--- src/rtl/iterative_divider_32_if.sv ---
// Start/busy/done handshake and operand/result bus of the iterative divider.
// Latency: none, wires only.
// Backpressure: the requester must hold off start while busy is high.
interface iterative_divider_32_if #(
    parameter int WIDTH = 32
);
    logic             start;
    logic [1:0]       op;
    logic [WIDTH-1:0] a;
    logic [WIDTH-1:0] b;
    logic             busy;
    logic             done;
    logic [WIDTH-1:0] result;

    // Requester side: issues operations and collects results.
    modport master (
        output start, op, a, b,
        input  busy, done, result
    );

    // Divider side.
    modport slave (
        input  start, op, a, b,
        output busy, done, result
    );
endinterface

--- src/rtl/iterative_divider_32.sv ---
// Restoring radix-2 divider implementing DIV/DIVU/REM/REMU, one op in flight.
// Latency: done WIDTH+2 cycles after start is accepted, for every operand value.
// Backpressure: start is only accepted while busy is low; start during busy is dropped.
module iterative_divider_32 #(
    parameter int WIDTH = 32
) (
    input  logic                  clk,
    input  logic                  reset,
    iterative_divider_32_if.slave bus
);
    localparam int CW = $clog2(WIDTH);
    localparam logic [CW-1:0]    CNT_INIT = CW'(WIDTH - 1);
    localparam logic [WIDTH-1:0] INT_MIN  = {1'b1, {(WIDTH-1){1'b0}}};

    typedef enum logic [1:0] {IDLE, PREP, ITER, FIX} state_t;

    state_t           state_q, state_d;
    logic [1:0]       op_q, op_d;
    logic [WIDTH-1:0] a_q, a_d;        // original dividend, needed for REM by zero
    logic [WIDTH-1:0] b_q, b_d;
    logic [WIDTH-1:0] dvsr_q, dvsr_d;  // |divisor| for the unsigned core
    logic [WIDTH-1:0] rem_q, rem_d;
    logic [WIDTH-1:0] quo_q, quo_d;    // starts as |dividend|, shifts out as quotient fills in
    logic [CW-1:0]    cnt_q, cnt_d;
    logic             qneg_q, qneg_d;
    logic             rneg_q, rneg_d;
    logic             div0_q, div0_d;
    logic             ovf_q, ovf_d;
    logic [WIDTH-1:0] result_q, result_d;

    logic             signed_op;
    logic [WIDTH-1:0] a_abs;
    logic [WIDTH-1:0] b_abs;
    logic [WIDTH:0]   rem_sh;
    logic [WIDTH:0]   trial;
    logic             borrow;
    logic [WIDTH-1:0] fix_val;

    // op[0]=0 marks the signed flavours (DIV, REM); op[1]=1 selects the remainder.
    assign signed_op = ~op_q[0];
    assign a_abs     = (signed_op && a_q[WIDTH-1]) ? -a_q : a_q;
    assign b_abs     = (signed_op && b_q[WIDTH-1]) ? -b_q : b_q;

    // Trial subtraction in WIDTH+1 bits. A set top bit in the shifted remainder
    // already guarantees it exceeds any WIDTH-bit divisor, so no borrow then.
    assign rem_sh = {rem_q, quo_q[WIDTH-1]};
    assign trial  = rem_sh - {1'b0, dvsr_q};
    assign borrow = ~rem_sh[WIDTH] & trial[WIDTH];

    // Final result with the special cases taking priority over sign fix-up.
    always_comb begin
        fix_val = '0;
        if (div0_q) begin
            fix_val = op_q[1] ? a_q : '1;
        end else if (ovf_q) begin
            fix_val = op_q[1] ? '0 : INT_MIN;
        end else if (op_q[1]) begin
            fix_val = rneg_q ? -rem_q : rem_q;
        end else begin
            fix_val = qneg_q ? -quo_q : quo_q;
        end
    end

    // State register.
    always_ff @(posedge clk) begin
        if (reset) begin
            state_q <= IDLE;
        end else begin
            state_q <= state_d;
        end
    end

    // Next-state logic.
    always_comb begin
        state_d = state_q;
        case (state_q)
            IDLE:    if (bus.start) state_d = PREP;
            PREP:    state_d = ITER;
            ITER:    if (cnt_q == '0) state_d = FIX;
            FIX:     state_d = IDLE;
            default: state_d = IDLE;
        endcase
    end

    // Outputs: done and the fresh result are presented during FIX itself.
    always_comb begin
        bus.busy   = (state_q != IDLE);
        bus.done   = (state_q == FIX);
        bus.result = (state_q == FIX) ? fix_val : result_q;
    end

    // Datapath next-state: capture, prepare magnitudes, iterate, latch result.
    always_comb begin
        op_d     = op_q;
        a_d      = a_q;
        b_d      = b_q;
        dvsr_d   = dvsr_q;
        rem_d    = rem_q;
        quo_d    = quo_q;
        cnt_d    = cnt_q;
        qneg_d   = qneg_q;
        rneg_d   = rneg_q;
        div0_d   = div0_q;
        ovf_d    = ovf_q;
        result_d = result_q;
        case (state_q)
            IDLE: begin
                if (bus.start) begin
                    op_d = bus.op;
                    a_d  = bus.a;
                    b_d  = bus.b;
                end
            end
            PREP: begin
                qneg_d = signed_op & (a_q[WIDTH-1] ^ b_q[WIDTH-1]);
                rneg_d = signed_op & a_q[WIDTH-1];
                quo_d  = a_abs;
                dvsr_d = b_abs;
                div0_d = (b_q == '0);
                ovf_d  = signed_op && (a_q == INT_MIN) && (b_q == '1);
                rem_d  = '0;
                cnt_d  = CNT_INIT;
            end
            ITER: begin
                rem_d = borrow ? rem_sh[WIDTH-1:0] : trial[WIDTH-1:0];
                quo_d = {quo_q[WIDTH-2:0], ~borrow};
                cnt_d = cnt_q - 1'b1;
            end
            FIX: begin
                result_d = fix_val;
            end
            default: ;
        endcase
    end

    // Datapath registers.
    always_ff @(posedge clk) begin
        if (reset) begin
            op_q     <= '0;
            a_q      <= '0;
            b_q      <= '0;
            dvsr_q   <= '0;
            rem_q    <= '0;
            quo_q    <= '0;
            cnt_q    <= '0;
            qneg_q   <= 1'b0;
            rneg_q   <= 1'b0;
            div0_q   <= 1'b0;
            ovf_q    <= 1'b0;
            result_q <= '0;
        end else begin
            op_q     <= op_d;
            a_q      <= a_d;
            b_q      <= b_d;
            dvsr_q   <= dvsr_d;
            rem_q    <= rem_d;
            quo_q    <= quo_d;
            cnt_q    <= cnt_d;
            qneg_q   <= qneg_d;
            rneg_q   <= rneg_d;
            div0_q   <= div0_d;
            ovf_q    <= ovf_d;
            result_q <= result_d;
        end
    end
endmodule
--- src/flat_wrapper.sv ---
// flat-port wrapper written by rule: the top's interface ports become plain ports
module iterative_divider_32_flat 
#(
    parameter int WIDTH = 32
)
  (clk, reset, bus_start, bus_op, bus_a, bus_b, bus_busy, bus_done, bus_result);
  iterative_divider_32_if #(.WIDTH(WIDTH)) bus_i ();
  input  logic clk;
  input  logic reset;
  input wire logic [$bits(bus_i.start)-1:0] bus_start;
  input wire logic [$bits(bus_i.op)-1:0] bus_op;
  input wire logic [$bits(bus_i.a)-1:0] bus_a;
  input wire logic [$bits(bus_i.b)-1:0] bus_b;
  output wire logic [$bits(bus_i.busy)-1:0] bus_busy;
  output wire logic [$bits(bus_i.done)-1:0] bus_done;
  output wire logic [$bits(bus_i.result)-1:0] bus_result;
  assign bus_i.start = bus_start;
  assign bus_i.op = bus_op;
  assign bus_i.a = bus_a;
  assign bus_i.b = bus_b;
  assign bus_busy = bus_i.busy;
  assign bus_done = bus_i.done;
  assign bus_result = bus_i.result;
  iterative_divider_32 #(.WIDTH(WIDTH)) u_core (.clk(clk), .reset(reset), .bus(bus_i));
endmodule
--- config.mk ---
export PLATFORM = sky130hd
export DESIGN_NAME = iterative_divider_32_flat
export DESIGN_NICKNAME = d
export VERILOG_FILES = /design/src/rtl/iterative_divider_32_if.sv /design/src/rtl/iterative_divider_32.sv /design/src/flat_wrapper.sv
export SDC_FILE = /design/constraint.sdc
export NUM_CORES = 1
export LEC_CHECK = 0
export CELL_PAD_IN_SITES_DETAIL_PLACEMENT = 1
export CELL_PAD_IN_SITES_GLOBAL_PLACEMENT = 1
export CORE_ASPECT_RATIO = 1.2
export CORE_MARGIN = 5
export CORE_UTILIZATION = 38
export CTS_CLUSTER_SIZE = 12
export DETAILED_ROUTE_END_ITERATION = 8
export PLACE_DENSITY = 0.72
export SETUP_SLACK_MARGIN = 0.4
export SKIP_CTS_REPAIR_TIMING = 1
export SYNTH_ARGS = -nofsm -noshare
export SYNTH_HDL_FRONTEND = slang
export SYNTH_SLANG_ARGS = --single-unit
--- constraint.sdc ---
create_clock -name clk -period 3.7 [get_ports clk]
set_input_delay 0.925 -clock clk [delete_from_list [all_inputs] [get_ports clk]]
set_output_delay 0.925 -clock clk [all_outputs]
set_load 0.01 [all_outputs]
Word-level counts from Yosys, hierarchy flattened:

Cells that the tools add are included.

* logic and storage cells: 61
* output and inout port bits: 34
* input bits: 69
* bits in registers: 205

* reductions and logical operators: 11
* $add $sub $neg: 6
* eq/ne operators: 7
* muxes and demuxes: 17
* bitwise gates (word level): 7

Operator list (number)
* 2-to-1 mux 32 bit: 11
* negator 32 bit: 4
* case mux 32 bit (2 select lines): 2
* equality test 32 bit (second input constant): 2
* subtractor 33 x 32 -> 33 bit: 1
* zero test 32 bit: 1
* case mux 5 bit (2 select lines): 1
* case mux 2 bit (4 select lines): 1
* zero test 5 bit: 1
* subtractor 5 x 1 -> 5 bit (second input constant): 1
* equality test 2 bit (second input constant): 2
* logical AND 1 bit: 4
* 2-to-1 mux 2 bit: 2
* AND reduction 2 bit: 2
* nonzero test 2 bit: 2
* bitwise AND 1 bit: 3
* NOT 1 bit: 3
* equality test 2 x 1 -> 1 bit (second input constant): 1
* zero test 2 bit: 1
* inequality test 2 x 1 -> 1 bit (second input constant): 1
* inequality test 2 bit (second input constant): 1
* bitwise XOR 1 bit: 1

Longest topological paths before layout:

Gate-level depths: netlist of the first run.

* depth after elaboration: 6
* mapped depth: 13

Worst setup path after synthesis of the first run:

No wires, ideal clock.

* path kind: register to output
* start point: reg u_core.rem_q[2]
* end point: out bus_result[27]
* path buffers: 0
* stages on the path, launching flop included: 9
* arrival time: 2417 ps
* data required time: 2775 ps
* path slack: 358 ps
* path through: dfxtp_1 or4_1 nor4_2 nand4_1 o41ai_1 xor2_1 o311ai_0 o311ai_0 nand2_1

* longest elaborated chain between the ends: 6

RTL lines
* from (decl): line iterative_divider_32.sv:22 `logic [WIDTH-1:0] rem_q, rem_d;`
* from (signal assigned): line iterative_divider_32.sv:156 `rem_q <= rem_d;`
* negator 32 bit: line iterative_divider_32.sv:58 `fix_val = rneg_q ? -rem_q : rem_q;`
* 2-to-1 mux 32 bit: line iterative_divider_32.sv:58
* 2-to-1 mux 32 bit: line iterative_divider_32.sv:57 `end else if (op_q[1]) begin`
* 2-to-1 mux 32 bit: line iterative_divider_32.sv:55 `end else if (ovf_q) begin`
* 2-to-1 mux 32 bit: line iterative_divider_32.sv:53 `if (div0_q) begin`
* 2-to-1 mux 32 bit
* to (decl): line flat_wrapper.sv:16 `output wire logic [$bits(bus_i.result)-1:0] bus_result;`

No other way between the ends.

Worst setup path after layout of the first run:

* start point: reg u_core.rem_q[3]
* end point: out bus_result[23]

Same word-level chain as after synthesis.

==> qor.txt, run 1 <==
status - complete, but fails checks
failing checks - setup timing
worst rel slew slack - 17.5%
routed wire length per instance - 20.8 um
ANT cells - 0
hold crit path type - reg -> reg
Detail Route Antenna Nets - 0
RR Startpoint - u_core.rem_q[13]
crit path time final - 4.32 ns
number of global-route vias before repair - 13900
Cell Area, Placed - 0.0152 mm2
clock skew - 0.0213 ns
CP Max Fanout - 3
Final Setup Violations - 24
vias per cell - 5.61
Multi-input gate area - 0.00895 mm2
Peak VDD IR - 306 uV
Synth Net Count - 1849
FF-to-FF End - u_core.rem_q[15]
Routed met1 length - 18800 um
DR iter-0 viols - 661
Via Count - 13300
setup slack after layout - -0.617 ns
Top Ports - 103
pin count of the biggest net entering global routing - 64
H-tree depth - 1
worst skew pair latency - 0.55 ns
Final Hold Fails - 0
clock root cell - clkbuf_16
post-layout net count - 2020
Post-synth ARST share - 0%
fraction of layout cells with a size suffix above 1 - 20.1%
area delta synth->final - 31.7%
CP Class - reg -> out
RSZ-0062 raised after global routing - yes
DP Wirelength - 36300 um
Worst setup SP type - flop
fmax - 232 MHz
DIE AREA - 0.0379 mm2
grt total ovfl - 0
FF-to-FF path depth - 15
gr usage total - 24.6%
count of cell types in the netlist - 70
Residual DRC - 0
Max clock buf depth - 3
# fillers - 4142
Tightest Pin Transition - 1.24 ns
element type at the critical path end - primary output
Site Rows - 74
crit path to - bus_result[23]
Clock Power Share - 22.5%
Seq pwr share - 26.0%
ys flop type - dfxtp_1
CP arrival - 3.39 ns
Buffers on Ports - 102
met2 routed WL - 26100 um
total of max-cap violations - 0
FF-to-FF setup slack - 0.56 ns
Tcrit/Tclk final - 117%
CTS Buf Count - 25
Critical Path RT - 2.77 ns
CTS sink count - 205
fin. max-slew vios - 0
Int Pwr - 6920 uW
mean post-synth cell area - 7.47 um2
initial antenna violation count - 0
Post-synth EDFFs - 0
top routing layer used - met4
drt pass-1 iters - 6
Logic pwr share - 51.6%
Ys Warns - 0
cells after synthesis - 1735
Post-Syn Area - 0.0130 mm2
DIE WIDTH - 179 um
height of the chip - 212 um
Routed WL - 49600 um
first-pass GRT wire length - 74400 um
Leak - 0.00668 uW
CTS tree - done
flops & latches, synth - 205
Initial Utilization - 38.2%
core region area - 0.0339 mm2
Power Density - 711 mW/mm2
Worst Setup SP - u_core.rem_q[3]
Net Sw Frac - 42.9%
RePlAce Congestion - 0.900
Clock transition at path regs - 0.06 ns
Sw Pwr - 5200 uW
final core occ - 50.3%
sequential area share after synthesis - 31.7%
met3 WL - 1470 um
FF/Latch Area - 0.00413 mm2
finished layout cell area - 0.0171 mm2
==> worst max-delay path, cell delays in order, from the launching register on <==
cell      delay [ns]
dfxtp_1         0.33
or4_4           0.55
nor4_4          0.33
buf_4           0.17
nand4_1         0.17
buf_4           0.21
buf_6           0.12
o21ai_2         0.14
xnor2_1         0.15
a222oi_1        0.36
a21oi_1         0.14
buf_2           0.17
==> cell type report <==
cell class / count / area share [%]
timing repair buffer: 262 / 13.1
tap: 456 / 3.35
clock inverter: 13 / 1.25
sequential: 205 / 24.2
clock buffer: 32 / 4.06
multi-input combinational: 1349 / 52.5
inverter: 63 / 1.47
==> power by group through the flow <==
stage	registers (uW)	logic [uW]	clock network, uW
floorplan	3000	3690	0
global placement	3150	5490	0
detailed placement	3170	5620	0
CTS	3120	5660	2760
global route	3200	6830	2860
finish	3150	6250	2720
==> layout by cell type (no fill, tap or decap), types with 10 or more instances in the layout <==
cell type        instances
a211oi_1                29
a21o_1                  11
a21oi_1                157
a21oi_2                 11
a31oi_1                 11
buf_2                   16
buf_4                  141
buf_6                   13
clkbuf_16               25
clkbuf_2                10
clkdlybuf4s50_1         69
dfxtp_1                193
ha_1                    38
inv_1                   54
mux2i_1                 32
nand2_1                259
nand2b_1                23
nand3_1                 15
nand4_1                 14
nor2_1                 154
nor2b_1                 42
nor3_1                  23
nor4_1                  13
o211ai_1                11
o21ai_0                102
o21ai_1                 15
o21ai_2                 16
o31ai_1                 20
or3_1                   13
xnor2_1                 63
xor2_1                  61
==> logic make-up (layout without fill, tap and decap cells) <==
logic type	Yosys count	after routing	synth area share [%]
compound gates	496	496	23.7
fa+ha+maj	45	45	4.40
mux	36	36	2.82
buf+inv	181	370	5.33
xor+xnor	136	136	9.20
flops	205	205	31.7
simple gates	636	636	22.8
==> through the flow <==
stage                     TNS, ns  worst slack, ns  hold slack, ns  power, uW  std cells
final                       -6.74           -0.617           0.483      12100       2380
after global routing       -10.04           -0.780           0.506      12900       2380
after CTS                  -18.12           -0.816           0.488      11500       2347
after detailed placement    -2.05           -0.219           0.476       8780       2302
after global placement      -1.28           -0.207           0.455       8640       2302
after floorplan                 0            0.429           0.439       6690       1735
==> cells in the mapped netlist, drive strengths merged, types with 11 or more instances <==
master	count	area [um2]
a21o	11	82.6
a211oi	34	255
o41ai	17	164
xor2	66	578
o211ai	11	82.6
nor2b	43	269
xnor2	70	613
clkbuf	95	357
nor4	18	149
nand4	14	87.6
nand2b	23	144
dfxtp	205	4100
nand2	267	1000
o21ai	133	666
nor2	157	589
or4	12	97.6
o31ai	32	245
ha	44	551
nand3	20	100
mux2i	32	320
a31oi	17	106
inv	62	233
buf	22	87.6
nor3	28	140
or3	14	87.6
a21oi	169	846
==> state kept, by name, summed over array words and instances (netlist names) <==
name,flops
u_core.a_q,32
u_core.ovf_q,1
u_core.op_q,2
u_core.quo_q,32
u_core.state_q,2
u_core.rem_q,32
u_core.cnt_q,5
u_core.b_q,32
u_core.qneg_q,1
u_core.div0_q,1
u_core.rneg_q,1
u_core.dvsr_q,32
u_core.result_q,32
==> how the worst min path moves through the flow <==
| stage | slack, ns | start | endpoint | cells past startpoint |
|---|---|---|---|---|
| after floorplan | 0.44 | u_core.cnt_q[4] | u_core.cnt_q[4] | 1 |
| after global placement | 0.46 | u_core.cnt_q[4] | u_core.cnt_q[4] | 1 |
| after detailed placement | 0.48 | u_core.cnt_q[4] | u_core.cnt_q[4] | 1 |
| after CTS | 0.49 | u_core.dvsr_q[30] | u_core.dvsr_q[30] | 2 |
| after global routing | 0.51 | u_core.dvsr_q[11] | u_core.dvsr_q[11] | 2 |
| final | 0.48 | u_core.dvsr_q[2] | u_core.dvsr_q[2] | 2 |
==> layer usage <==
metal / vias to the layer above / GRT usage [%]
li1: 6431 / -
met1: 6509 / 26.7
met2: 270 / 46.6
met3: 134 / 2.67
met4: 0 / 12.8
met5: - / 0
Note: power is estimated with default switching activity, not from simulation.
==> run 2: changes to the inputs <==
CTS_BUF_LIST = sky130_fd_sc_hd__clkbuf_4 sky130_fd_sc_hd__clkbuf_8 sky130_fd_sc_hd__clkbuf_16   (was not set)
==> run 2 against run 1 <==
The flow still finishes with violations (setup timing); clock power is essentially flat; sequential share of layout area is essentially flat; fmax unchanged; core utilization about the same; final area about the same; first-iteration DRC count fell by 0.15%; hold slack worse by 0.00061 ns; largest cell class unchanged.
==> qor.txt, run 2 (synthesis gave the netlist of run 1 again) <==
Initial Utilization - 38.2%
status - complete, but fails checks
Worst setup SP type - flop
CP arrival - 3.39 ns
most frequent cells in the layout - nand2_1, dfxtp_1, a21oi_1, nor2_1, buf_4
RSZ-0062 raised after global routing - yes
Power Density - 712 mW/mm2
Final Non-Filler Cells - 2380
Leak - 0.00669 uW
Critical Path RT - 2.77 ns
Peak VDD IR - 306 uV
crit path time final - 4.32 ns
Residual DRC - 0
Final Hold Fails - 0
WHS Path Cells - 2
DR iter-0 viols - 660
CP Max Fanout - 3
Buffers on Ports - 102
total of max-cap violations - 0
Inst Count DP - 2302
Max clock buf depth - 3
core region area - 0.0339 mm2
vias per cell - 5.61
post-layout net count - 2020
number of global-route vias before repair - 13900
hold_sp - u_core.dvsr_q[2]
FF-to-FF path depth - 15
first-pass GRT wire length - 74400 um
RR Startpoint - u_core.rem_q[13]
drt pass-1 iters - 6
clock root cell - clkbuf_16
Cell Area, Placed - 0.0152 mm2
Hold Slack - 0.482 ns
final core occ - 50.4%
Top Ports - 103
H-tree depth - 1
hold crit path type - reg -> reg
pin count of the biggest net entering global routing - 64
routed wire length per instance - 20.9 um
DIE AREA - 0.0379 mm2
CTS sink count - 205
Clock transition at path regs - 0.06 ns
Detail Route Antenna Nets - 0
finished layout cell area - 0.0171 mm2
failing checks - setup timing
Tcrit/Tclk final - 117%
DIE WIDTH - 179 um
setup slack after layout - -0.617 ns
worst rel slew slack - 17.5%
area delta synth->final - 31.7%
element type at the critical path end - primary output
gr usage total - 24.6%
height of the chip - 212 um
worst skew pair latency - 0.55 ns
CP Class - reg -> out
Routed WL - 49600 um
DP Wirelength - 36300 um
FF-to-FF setup slack - 0.56 ns
clock skew - 0.0214 ns
CTS Buf Count - 25
Via Count - 13300
ANT cells - 0
Tightest Pin Transition - 1.24 ns
Tot Pwr - 12100 uW
CTS tree - done
fmax - 232 MHz
FF-to-FF End - u_core.rem_q[15]
Site Rows - 74
hold path endpoint - u_core.dvsr_q[2]
initial antenna violation count - 0
fin. max-slew vios - 0
RePlAce Congestion - 0.900
grt total ovfl - 0
fraction of layout cells with a size suffix above 1 - 20.3%
Final Setup Violations - 24
commonest non-fill, non-tap cell in the layout - nand2_1
run 2: cell counts in the layout (fill, tap and decap cells not counted):
Identical to the previous run, type by type.
run 2: power by group:
part | internal (uW) | switching [uW]
Clock | 1700 | 1050
Sequential | 2650 | 500
Combinational | 2600 | 3650
Total | 6950 | 5200
run 2: how the worst max path moves through the flow:
stage / start / depth (start not counted) / slack, ns / endpoint
6_report: u_core.rem_q[3] / 11 / -0.62 / bus_result[23]
5_1_grt: u_core.rem_q[5] / 11 / -0.78 / bus_result[27]
4_1_cts: u_core.quo_q[10] / 11 / -0.82 / bus_result[28]
3_5_place_dp: u_core.rem_q[2] / 10 / -0.22 / bus_result[27]
3_3_place_gp: u_core.rem_q[2] / 10 / -0.21 / bus_result[27]
2_1_floorplan: u_core.rem_q[10] / 8 / 0.43 / bus_result[27]
run 2: critical path, stage by stage (launching register included):
cell and delay [ns]:
dfxtp_1 0.33, or4_4 0.55, nor4_4 0.33, buf_4 0.17, nand4_1 0.17, buf_4 0.21, buf_6 0.12, o21ai_2 0.14
xnor2_1 0.15, a222oi_1 0.36, a21oi_1 0.14, buf_2 0.17
run 2: area by class of cell:
type / count / area (um2)
clock buffers: 32 / 703
clock inverters: 13 / 214
fillers: 4135 / 16800
inverters: 63 / 251
multi-input cells: 1349 / 8950
flip-flops and latches: 205 / 4130
well taps: 456 / 571
repair buffers: 262 / 2240
run 2: metal layers:
metal	global-route usage (%)	routed length [um]
met5	0	0
met4	12.8	3280
met3	2.67	1470
met2	46.6	26100
met1	26.7	18800
run 2: metrics by stage:
step	setup TNS [ns]	worst slack (ns)
6_report	-6.74	-0.617
5_1_grt	-10.04	-0.780
2_1_floorplan	0	0.429
4_1_cts	-18.12	-0.816
3_5_place_dp	-2.05	-0.219
3_3_place_gp	-1.28	-0.207
==> run 3: changes to the inputs <==
CORE_ASPECT_RATIO = 1.25   (was 1.2)
CORE_UTILIZATION = 40   (was 38)
PLACE_DENSITY = 0.75   (was 0.72)
SKIP_CTS_REPAIR_TIMING = not set   (was 1)
==> run 3 against run 2 <==
Sequential power about the same; the flow still finishes with violations (setup timing); combinational power up 5.4%; core utilization up 3.7 points; largest cell class unchanged; power up 1.6%.
==> qor.txt, run 3 (synthesis gave the netlist of run 1 again) <==
initial antenna violation count - 1
Sw Pwr - 5340 uW
commonest non-fill, non-tap cell in the layout - nand2_1
Leak - 0.00676 uW
DIE AREA - 0.0361 mm2
number of global-route vias before repair - 13600
DP Wirelength - 37000 um
first-pass GRT wire length - 75600 um
Net Sw Frac - 43.3%
Clock Power Share - 21.0%
Final Hold Fails - 0
Final Setup Violations - 26
RePlAce Congestion - 0.925
fraction of layout cells with a size suffix above 1 - 21.2%
Max clock buf depth - 3
post-layout net count - 2035
crit path buf inv count - 2
drt pass-1 iters - 5
element type at the critical path end - primary output
CP Max Fanout - 3
fin. max-slew vios - 0
Initial Utilization - 40.6%
Site Rows - 73
DR iter-0 viols - 763
hold crit path type - reg -> reg
Tightest Pin Transition - 1.27 ns
CTS Buf Count - 24
Top delay family on crit path - simple AND/OR/NAND/NOR gates
clock root cell - clkbuf_16
worst rel slew slack - 15.4%
Tcrit/Tclk final - 113%
Routed met1 length - 19200 um
setup tns final - -7.63 ns
Clock transition at path regs - 0.06 ns
RSZ-0062 raised after global routing - yes
worst skew pair latency - 0.56 ns
Seq pwr share - 25.6%
Buffers on Ports - 102
fmax - 240 MHz
Residual DRC - 0
H-tree depth - 1
most used cell, CP - o311ai_2
Peak VDD IR - 480 uV
DIE WIDTH - 171 um
Via Count - 13500
routed wire length per instance - 21.8 um
failing checks - setup timing
final core occ - 54.0%
Routed WL - 51300 um
Hold Slack - 0.480 ns
gr usage total - 26.4%
CP arrival - 3.24 ns
core region area - 0.0319 mm2
crit-path max cell delay - 0.57 ns
most frequent cells in the layout - nand2_1, dfxtp_1, a21oi_1, nor2_1, buf_4
setup slack after layout - -0.465 ns
total of max-cap violations - 0
Top Ports - 103
Detail Route Antenna Nets - 0
Logic pwr share - 53.4%
area delta synth->final - 33.0%
height of the chip - 211 um
CTS sink count - 205
vias per cell - 5.75
status - complete, but fails checks
CP max stage cell - or4_4
clock skew - 0.0134 ns
CTS tree - done
met2 routed WL - 27000 um
Worst setup SP type - flop
Int Pwr - 7000 uW
Critical Path RT - 2.77 ns
Power Density - 716 mW/mm2
pin count of the biggest net entering global routing - 92
worst path cell trace - or4_4 -> nor4_4 -> nand4_1 -> buf_4 -> o41ai_4 -> xor2_1 -> o311ai_2 -> o311ai_2 -> nand2_1 -> buf_2
met3 WL - 1540 um
grt total ovfl - 0
CP Class - reg -> out
top routing layer used - met4
crit path time final - 4.16 ns
[run 3: metal layers]
layer,track usage [%],up-vias
met5,0,-
met4,12.9,0
met3,2.41,151
met2,51.1,294
met1,28.3,6609
li1,-,6460
[run 3: power by group through the flow]
| stage | registers [uW] | logic, uW | clock network [uW] |
|---|---|---|---|
| floorplan | 3000 | 3690 | 0 |
| global placement | 3160 | 5440 | 0 |
| detailed placement | 3180 | 5560 | 0 |
| CTS | 3150 | 6210 | 2630 |
| global route | 3210 | 7150 | 2730 |
| finish | 3160 | 6590 | 2590 |
[run 3: worst paths after layout]
check	start	to	slack, ns	cells after the start
hold reg to reg	u_core.cnt_q[4]	u_core.cnt_q[4]	0.48	1
hold / removal	u_core.cnt_q[4]	u_core.cnt_q[4]	0.48	1
setup reg to reg	u_core.rem_q[2]	u_core.result_q[13]	-0.27	22
setup / recovery	u_core.rem_q[2]	bus_result[27]	-0.46	10
[run 3: area by class of cell]
class	instances	area, um2
sequential	205	4140
fill	3883	14700
timing repair buffer	278	2370
multi-input combinational	1349	9090
antenna	1	2.50
clock buffer	33	687
inverter	63	251
clock inverter	8	168
tap	412	515
[run 3: worst reg2reg max path: stages, from the launching register on]
cell	delay (ns)
dfxtp_2	0.32
or4_4	0.57
nor4_4	0.27
buf_4	0.18
buf_6	0.09
buf_6	0.10
nand2_8	0.06
o41ai_4	0.34
xnor2_2	0.15
a22oi_2	0.25
a21oi_2	0.09
buf_4	0.14
buf_4	0.12
buf_4	0.12
buf_4	0.12
buf_4	0.12
buf_4	0.12
buf_4	0.11
buf_4	0.12
buf_4	0.12
buf_4	0.12
buf_4	0.11
nor2b_1	0.12
[run 3: timing repair]
action / CTS / global route
endpoints found under the setup margin: 63 / 54
buffers inserted: 36 / 21
resized for setup: 254 / 104
pin swaps: 68 / 61
hold buffers: 0 / 0
[run 3: metrics by stage]
step                      cells  power, uW  area (um2)  setup WS [ns]
after floorplan            1735       6690       13000          0.429
after global placement     2250       8600       15000         -0.214
after detailed placement   2250       8740       15000         -0.256
after CTS                  2327      12000       16600         -0.566
after global routing       2348      13100       17200         -0.560
final                      2349      12300       17200         -0.465
